File: src/rtl/if_fetch_stage.sv
// if_fetch_stage: PC owner and req/ack instruction fetch feeding decode, with skid buffer and branch redirect
// Optional feature: define IF_STALL_CNT_EN to add the stall_cycles counter output.
module if_fetch_stage #(
    parameter logic [31:0] RESET_PC  = 32'h0000_0000,
    parameter logic [31:0] PC_INC    = 32'd4,
    parameter logic [31:0] NOP_INSTR = 32'h0000_0000
) (
    input  logic        clk,
    input  logic        rst,
    input  logic        freeze,
    input  logic        branch_taken,
    input  logic [31:0] branch_addr,
    output logic        imem_req,
    output logic [31:0] imem_addr,
    input  logic        imem_ack,
    input  logic [31:0] imem_rdata,
    output logic [31:0] if_pc,
    output logic [31:0] if_instruction,
    output logic        if_valid
`ifdef IF_STALL_CNT_EN
    ,
    output logic [31:0] stall_cycles
`endif
);

    typedef enum logic [1:0] {FETCH, FULL, DRAIN} state_t;

    state_t      state_q, state_d;
    logic [31:0] fetch_pc_q, fetch_pc_d;
    logic [31:0] addr_q, addr_d;
    logic        skid_valid_q, skid_valid_d;
    logic [31:0] skid_pc_q, skid_pc_d;
    logic [31:0] skid_instr_q, skid_instr_d;
    logic        out_valid_q, out_valid_d;
    logic [31:0] out_pc_q, out_pc_d;
    logic [31:0] out_instr_q, out_instr_d;
    logic        load;
    logic [31:0] next_pc;

    assign load    = !freeze || !out_valid_q;
    assign next_pc = fetch_pc_q + PC_INC;

    // State and datapath registers; reset abandons any outstanding request
    always_ff @(posedge clk) begin
        if (rst) begin
            state_q      <= FETCH;
            fetch_pc_q   <= RESET_PC;
            addr_q       <= RESET_PC;
            skid_valid_q <= 1'b0;
            skid_pc_q    <= 32'd0;
            skid_instr_q <= NOP_INSTR;
            out_valid_q  <= 1'b0;
            out_pc_q     <= 32'd0;
            out_instr_q  <= NOP_INSTR;
        end else begin
            state_q      <= state_d;
            fetch_pc_q   <= fetch_pc_d;
            addr_q       <= addr_d;
            skid_valid_q <= skid_valid_d;
            skid_pc_q    <= skid_pc_d;
            skid_instr_q <= skid_instr_d;
            out_valid_q  <= out_valid_d;
            out_pc_q     <= out_pc_d;
            out_instr_q  <= out_instr_d;
        end
    end

    // Next state: a branch with an unacked request must drain it before refetching
    always_comb begin
        state_d = state_q;
        case (state_q)
            FETCH: begin
                if (branch_taken) state_d = imem_ack ? FETCH : DRAIN;
                else if (imem_ack && !load) state_d = FULL;
            end
            FULL:    state_d = (branch_taken || load) ? FETCH : FULL;
            DRAIN:   state_d = imem_ack ? FETCH : DRAIN;
            default: state_d = FETCH;
        endcase
    end

    // Datapath: PC advance, skid capture/release and output register loading
    always_comb begin
        fetch_pc_d   = fetch_pc_q;
        addr_d       = addr_q;
        skid_valid_d = skid_valid_q;
        skid_pc_d    = skid_pc_q;
        skid_instr_d = skid_instr_q;
        out_valid_d  = out_valid_q;
        out_pc_d     = out_pc_q;
        out_instr_d  = out_instr_q;
        if (branch_taken) begin
            fetch_pc_d   = branch_addr;
            skid_valid_d = 1'b0;
            out_valid_d  = 1'b0;
            out_instr_d  = NOP_INSTR;
            if (state_q == FULL || imem_ack) addr_d = branch_addr;
        end else begin
            case (state_q)
                FETCH: begin
                    if (imem_ack) begin
                        fetch_pc_d = next_pc;
                        if (load) begin
                            addr_d      = next_pc;
                            out_valid_d = 1'b1;
                            out_pc_d    = next_pc;
                            out_instr_d = imem_rdata;
                        end else begin
                            skid_valid_d = 1'b1;
                            skid_pc_d    = next_pc;
                            skid_instr_d = imem_rdata;
                        end
                    end else if (load) begin
                        out_valid_d = 1'b0;
                        out_instr_d = NOP_INSTR;
                    end
                end
                FULL: begin
                    if (load) begin
                        out_valid_d  = skid_valid_q;
                        out_pc_d     = skid_pc_q;
                        out_instr_d  = skid_instr_q;
                        skid_valid_d = 1'b0;
                        addr_d       = fetch_pc_q;
                    end
                end
                DRAIN: begin
                    if (imem_ack) addr_d = fetch_pc_q;
                    if (load) begin
                        out_valid_d = 1'b0;
                        out_instr_d = NOP_INSTR;
                    end
                end
                default: ;
            endcase
        end
    end

    // Outputs: request is suppressed while reset is held and while the skid is full
    always_comb begin
        imem_req       = !rst && (state_q != FULL);
        imem_addr      = addr_q;
        if_pc          = out_pc_q;
        if_instruction = out_instr_q;
        if_valid       = out_valid_q;
    end

`ifdef IF_STALL_CNT_EN
    logic [31:0] stall_q, stall_d;

    // Stall counter: memory wait cycles plus cycles the output is held by freeze
    always_comb stall_d = stall_q + 32'((imem_req && !imem_ack) || (freeze && out_valid_q));

    // Stall counter register
    always_ff @(posedge clk) stall_q <= rst ? 32'd0 : stall_d;

    assign stall_cycles = stall_q;
`endif

endmodule

File: config.mk
export PLATFORM = sky130hd
export DESIGN_NAME = if_fetch_stage
export DESIGN_NICKNAME = d
export VERILOG_FILES = /design/src/rtl/if_fetch_stage.sv
export SDC_FILE = /design/constraint.sdc
export NUM_CORES = 1
export LEC_CHECK = 0
export ABC_AREA = 1
export CAP_MARGIN = 40
export CORE_UTILIZATION = 49
export DETAILED_ROUTE_END_ITERATION = 12
export GPL_TIMING_DRIVEN = 0
export PLACE_DENSITY = 0.75
export SLEW_MARGIN = 10
export SYNTH_ARGS = -nofsm -noshare
export SYNTH_HDL_FRONTEND = slang
export SYNTH_SLANG_ARGS = --single-unit
File: constraint.sdc
create_clock -name clk -period 2.1 [get_ports clk]
set_input_delay 0.315 -clock clk [delete_from_list [all_inputs] [get_ports clk]]
set_output_delay 0.315 -clock clk [all_outputs]
set_load 0.02 [all_outputs]
==> flow_metrics.py, run 1 <==
metrics = {
    "status": {
        "status": "finished, final reports clean",
    },
    "routing": {
        "dr.pass1.iters": 6,
        "viasPerCell": 5.47,
        "ant_nets": 0,
        "post_drt_wl_per_cell_um": 17.0,
        "dr_total_vias": 10187,
        "drc": 0,
        "drtIter0Drc": 839,
        "finalWirelength_mm": 31.6,
    },
    "floorplan": {
        "die_area_sq_um": 19900,
        "start_util": 0.503,
        "coreArea_sq_um": 18800,
        "die_height_um": 141,
        "die_x_um": 141,
        "rows": 50,
        "io_pins": 167,
    },
    "critical_path": {
        "crit_required_ns": 2.44,
        "r2r_start": "state_q[0]",
        "r2r_cells": 7,
        "cp-start-kind": "flip-flop",
        "arrival_ns": 2.41,
        "crit_start": "state_q[0]",
        "setup.worst_path.end": "imem_addr[27]",
        "r2r-end": "imem_addr[27]",
        "reg2reg_setup_slack_ns": 0.03,
        "path_max_fanout": 10,
        "cp-end-kind": "flip-flop",
        "critPathKind": "reg -> reg",
    },
    "flow_run": {
        "max-cap-violations": 0,
    },
    "clock_tree": {
        "cts.sinks": 196,
        "cts_max_path_buffers": 2,
        "path_clk_slew_ns": 0.08,
        "htree_levels": 4,
        "cts_tree": "yes",
        "clk-insertion-delay-late_ns": 0.45,
        "cts_setup_buffers": 0,
        "cts-root-buf": "clkbuf_16",
        "cts_inserted_buffers": 17,
    },
    "hold_path": {
        "min_path_type": "in -> reg",
        "hold_path_startpoint": "imem_ack",
    },
    "grt": {
        "first_global_vias": 9383,
        "grt_pass1_wl_mm": 49.5,
        "grt_max_degree": 21,
        "antenna_found_initial": 0,
        "grtUsageTotal": 0.318,
        "grt-ovfl-total": 0,
    },
    "power": {
        "p_per_area_nw_per_um2": 852,
        "total_power_mw": 10.3,
        "p_leak_nw": 4.92,
        "ir_drop_mv": 0.584,
    },
    "logic_synthesis": {
        "yosys.area.top_type": "dfxtp_1",
        "ys_types": 37,
        "synth_top_area_frac": 0.414,
        "netlist_instances": 1410,
        "yosysSeqAreaShare": 0.414,
        "syn_area_sq_um": 9480,
        "ys.flop_type": "dfxtp_1",
        "yosys_warnings": 0,
        "synth-edff-count": 0,
        "ys_ff_latch": 196,
        "synth_fp_nets": 1484,
        "syn_avg_cell_area_sq_um": 6.72,
        "yosysMostFrequentCell": "nand2_1",
        "netlist_top_cells_count": "nand2_1, a21oi_1, dfxtp_1, o21ai_0, nor2_1",
        "synth-async-reset-ratio": 0,
        "ys_top_cells_by_area": "dfxtp_1, nand2_1, a21oi_1, o21ai_0, nor2_1",
    },
    "sta": {
        "post-route-period-util": 0.984,
        "grt_setup_unrepaired": "no",
        "setup_viol": 0,
        "drv_slew": 0,
        "fmax_mhz": 484,
        "post-route-min-period_ns": 2.07,
        "whs_ns": 0.277,
        "maxSlewHeadroom": 0.481,
        "final.setup_skew_ns": 0.0149,
        "worst_pin_slew_ns": 0.779,
        "hold_viol_final": 0,
    },
    "cells_and_area": {
        "nNetsFinal": 1665,
        "stdcell_count": 1864,
        "antennaDiodeCount": 0,
        "ff_latch_area_sq_um": 3930,
        "multi_input_area_sq_um": 4710,
        "layout-drive-gt1-share": 0.0723,
        "syn2layout_area_growth_pct": 27.7,
        "fill_cells": 1761,
    },
    "placement": {
        "io_buffers": 163,
        "gp_congestion": 0.973,
        "placedCellCount": 1833,
        "dp_hpwl_mm": 23.7,
    },
}
[worst min-delay path by stage]
stage,end,cells past startpoint
2_1_floorplan,skid_pc_q[0],2
3_3_place_gp,if_instruction[26],2
3_5_place_dp,if_instruction[24],2
4_1_cts,skid_valid_q,3
5_1_grt,skid_valid_q,3
6_report,skid_valid_q,3
[power by group]
group / total [mW] / leakage, nW / switching (mW) / internal [mW]
combinational: 2.73 / 3.02 / 1.67 / 1.05
sequential: 4.21 / 1.60 / 0.194 / 4.02
clock: 3.37 / 0.295 / 1.65 / 1.72
[timing repair]
action | in CTS | in global routing
setup endpoints to repair | 30 | 92
gates cloned | 0 | 0
hold buffers | 0 | 0
gates resized for setup | 13 | 24
[registers in the layout (all words and copies together), names as in the netlist]
register        cells
fetch_pc_q         32
if_instruction     32
if_pc              32
if_valid            1
imem_addr          32
skid_instr_q       32
skid_pc_q          32
skid_valid_q        1
state_q             2
[critical path, cell delays in order (launching register included)]
cell	delay, ns
dfxtp_1	0.37
inv_1	0.09
ha_1	0.36
clkbuf_4	0.24
buf_1	0.54
a21oi_1	0.15
nand2_1	0.14
a21oi_1	0.08
[cell families after synthesis]
kind of cell             after synthesis  share of synthesized area
multiplexers                           2                    0.00211
adder cells (fa/ha/maj)                5                    0.00660
AO/OA/AOI/OAI                        419                      0.229
buffers and inverters                199                     0.0902
XOR/XNOR                               8                    0.00739
AND/OR/NAND/NOR                      581                      0.250
flip-flops                           196                      0.414
[placed cells by master, fill, tap and decap left out, types with 3 or more instances in the layout]
cell / instances
nand2_2: 4
nand2_4: 3
nor2_2: 7
nand3_1: 62
inv_6: 3
nor2_1: 131
clkdlybuf4s50_1: 162
xor2_1: 8
o21ai_0: 146
buf_6: 5
ha_1: 5
inv_2: 4
nand2_1: 361
inv_8: 3
nor3_1: 3
a31oi_1: 22
clkinv_8: 5
a21oi_1: 209
clkbuf_16: 17
dfxtp_1: 194
o21ai_1: 33
buf_1: 3
nor2_4: 5
buf_4: 14
clkinvlp_4: 3
clkbuf_1: 45
clkbuf_2: 8
buf_2: 19
inv_1: 95
[metal layers]
layer,share of wire,routed length (um),global-route usage
met5,0,0,0
met4,0.044,1380,0.152
met3,0.065,2070,0.0482
met2,0.47,15000,0.540
met1,0.42,13200,0.395
[metrics by stage]
stage                     utilization  TNS (ns)  setup slack, ns  cell area [sq um]
after detailed placement        0.607     -9.66           -0.702              11400
after CTS                       0.640         0          0.00447              12100
after global routing            0.642         0          0.00121              12100
after global placement          0.607     -9.91           -0.730              11400
after floorplan                     -         0            0.401               9480
final                           0.642         0           0.0328              12100
[area by class of cell]
cell class,count,area share
multi-input cells,1015,0.390
flip-flops and latches,196,0.325
repair buffers,163,0.135
plain buffers,94,0.0397
clock buffers,18,0.0355
inverters,104,0.0335
well taps,260,0.0269
clock inverters,14,0.0155
(Power assumes the default switching activity.)
==> inputs of run 2 (changes only) <==
PLACE_DENSITY = default   (was 0.75)
PLACE_DENSITY_LB_ADDON = 0.3   (was default)
==> flow_metrics.py, run 2 (synthesis gave the netlist of run 1 again) <==
metrics = {
    "power": {
        "p_per_area_nw_per_um2": 868,
        "seqPwrFrac": 0.401,
        "total_power_mw": 10.5,
        "ir_drop_mv": 0.609,
        "pwr-share-clk": 0.340,
        "power_switching_mw": 3.42,
        "p_leak_nw": 4.94,
        "combPwrFrac": 0.259,
        "power.internal_mw": 7.10,
        "p_sw_frac": 0.325,
    },
    "placement": {
        "placedCellCount": 1833,
        "gp_congestion": 0.951,
        "placed_area_sq_um": 11400,
        "dp_hpwl_mm": 23.5,
        "io_buffers": 163,
        "place_ws_ns": -0.677,
    },
    "cells_and_area": {
        "mostFrequentLayoutCell": "nand2_1",
        "stdcell_count": 1864,
        "nNetsFinal": 1665,
        "fin_util": 0.644,
        "stdcell_area_sq_um": 12100,
        "syn2layout_area_growth_pct": 27.9,
        "final_cell_mix": "nand2_1, a21oi_1, dfxtp_1",
        "layout-drive-gt1-share": 0.0723,
        "antennaDiodeCount": 0,
    },
    "sta": {
        "setup_viol": 0,
        "fmax_mhz": 493,
        "grt_setup_unrepaired": "yes",
        "final.setup_skew_ns": 0.0121,
        "tns_ns": 0,
        "post-route-min-period_ns": 2.03,
        "whs_ns": 0.269,
        "maxSlewHeadroom": 0.512,
        "post-route-period-util": 0.966,
        "worst_pin_slew_ns": 0.732,
        "hold_viol_final": 0,
        "worst_slack_ns": 0.0717,
        "drv_slew": 0,
    },
    "grt": {
        "first_global_vias": 9400,
        "grt_pass1_wl_mm": 49.1,
        "grt_max_degree": 20,
        "antenna_found_initial": 0,
        "grt-ovfl-total": 0,
        "grtUsageTotal": 0.315,
    },
    "floorplan": {
        "rows": 50,
        "die_height_um": 141,
        "die_area_sq_um": 19900,
        "coreArea_sq_um": 18800,
        "io_pins": 167,
        "die_x_um": 141,
        "start_util": 0.503,
    },
    "routing": {
        "drc": 0,
        "post_drt_wl_per_cell_um": 16.7,
        "dr_total_vias": 10155,
        "viasPerCell": 5.45,
        "dr.pass1.iters": 5,
        "drtIter0Drc": 845,
        "finalWirelength_mm": 31.2,
        "ant_nets": 0,
    },
    "critical_path": {
        "slowest_stage": "clkbuf_1",
        "arrival_ns": 2.40,
        "critPathKind": "reg -> reg",
        "crit_required_ns": 2.48,
        "cp-end-kind": "flip-flop",
        "crit_family": "buffers and inverters",
        "reg2reg_setup_slack_ns": 0.07,
        "path_max_fanout": 10,
        "cp-start-kind": "flip-flop",
        "critical_path_buf_inv_count": 3,
        "crit_chain": "inv_1 -> ha_1 -> clkbuf_4 -> clkbuf_1 -> o21ai_0 -> a21oi_1",
        "slowest_delay_ns": 0.45,
    },
    "clock_tree": {
        "cts.sinks": 196,
        "cts-root-buf": "clkbuf_16",
        "cts_setup_buffers": 0,
        "cts_max_path_buffers": 2,
        "cts_tree": "yes",
        "htree_levels": 4,
        "ctsHoldBuffers": 0,
        "cts_resized": 12,
        "clk-insertion-delay-late_ns": 0.45,
        "path_clk_slew_ns": 0.07,
        "cts_inserted_buffers": 17,
    },
    "flow_run": {
        "max-cap-violations": 0,
    },
    "hold_path": {
        "min_path_type": "in -> reg",
    },
    "status": {
        "status": "finished, final reports clean",
    },
}
-- run 2: cell type report --
class	count	area [sq um]
buffer	94	482
tap	260	325
clock inverter	11	163
inverter	104	410
sequential	196	3930
fill	1739	6710
clock buffer	21	480
timing repair buffer	163	1630
multi-input combinational	1015	4710
-- run 2: power by group through the flow --
stage	Clock, mW	Sequential (mW)	Combinational, mW
floorplan	0	4.53	1.31
global placement	0	4.29	2.63
detailed placement	0	4.30	2.66
CTS	3.56	4.22	2.68
global route	3.70	4.25	2.95
finish	3.58	4.22	2.73
-- run 2: tightest hold or removal path, delay by kind of cell --
family / cells / cell delay [ns]
AND/OR/NAND/NOR: 1 / 0.11
AO/OA/AOI/OAI: 1 / 0.07
buffers and inverters: 1 / 0.17
-- run 2: worst paths after layout --
kind | startpoint | to | cells past startpoint
min | imem_ack | skid_valid_q | 3
min reg2reg | if_instruction[11] | if_instruction[11] | 2
max | state_q[0] | imem_addr[7] | 6
max reg2reg | state_q[0] | imem_addr[7] | 6
-- run 2: layer usage --
layer | up-vias | routed length [um] | GRT usage
met3 | 65 | 2000 | 0.0489
li1 | 4980 | - | -
met4 | 0 | 1170 | 0.150
met1 | 4699 | 13300 | 0.397
met5 | - | 0 | 0
met2 | 411 | 14700 | 0.528
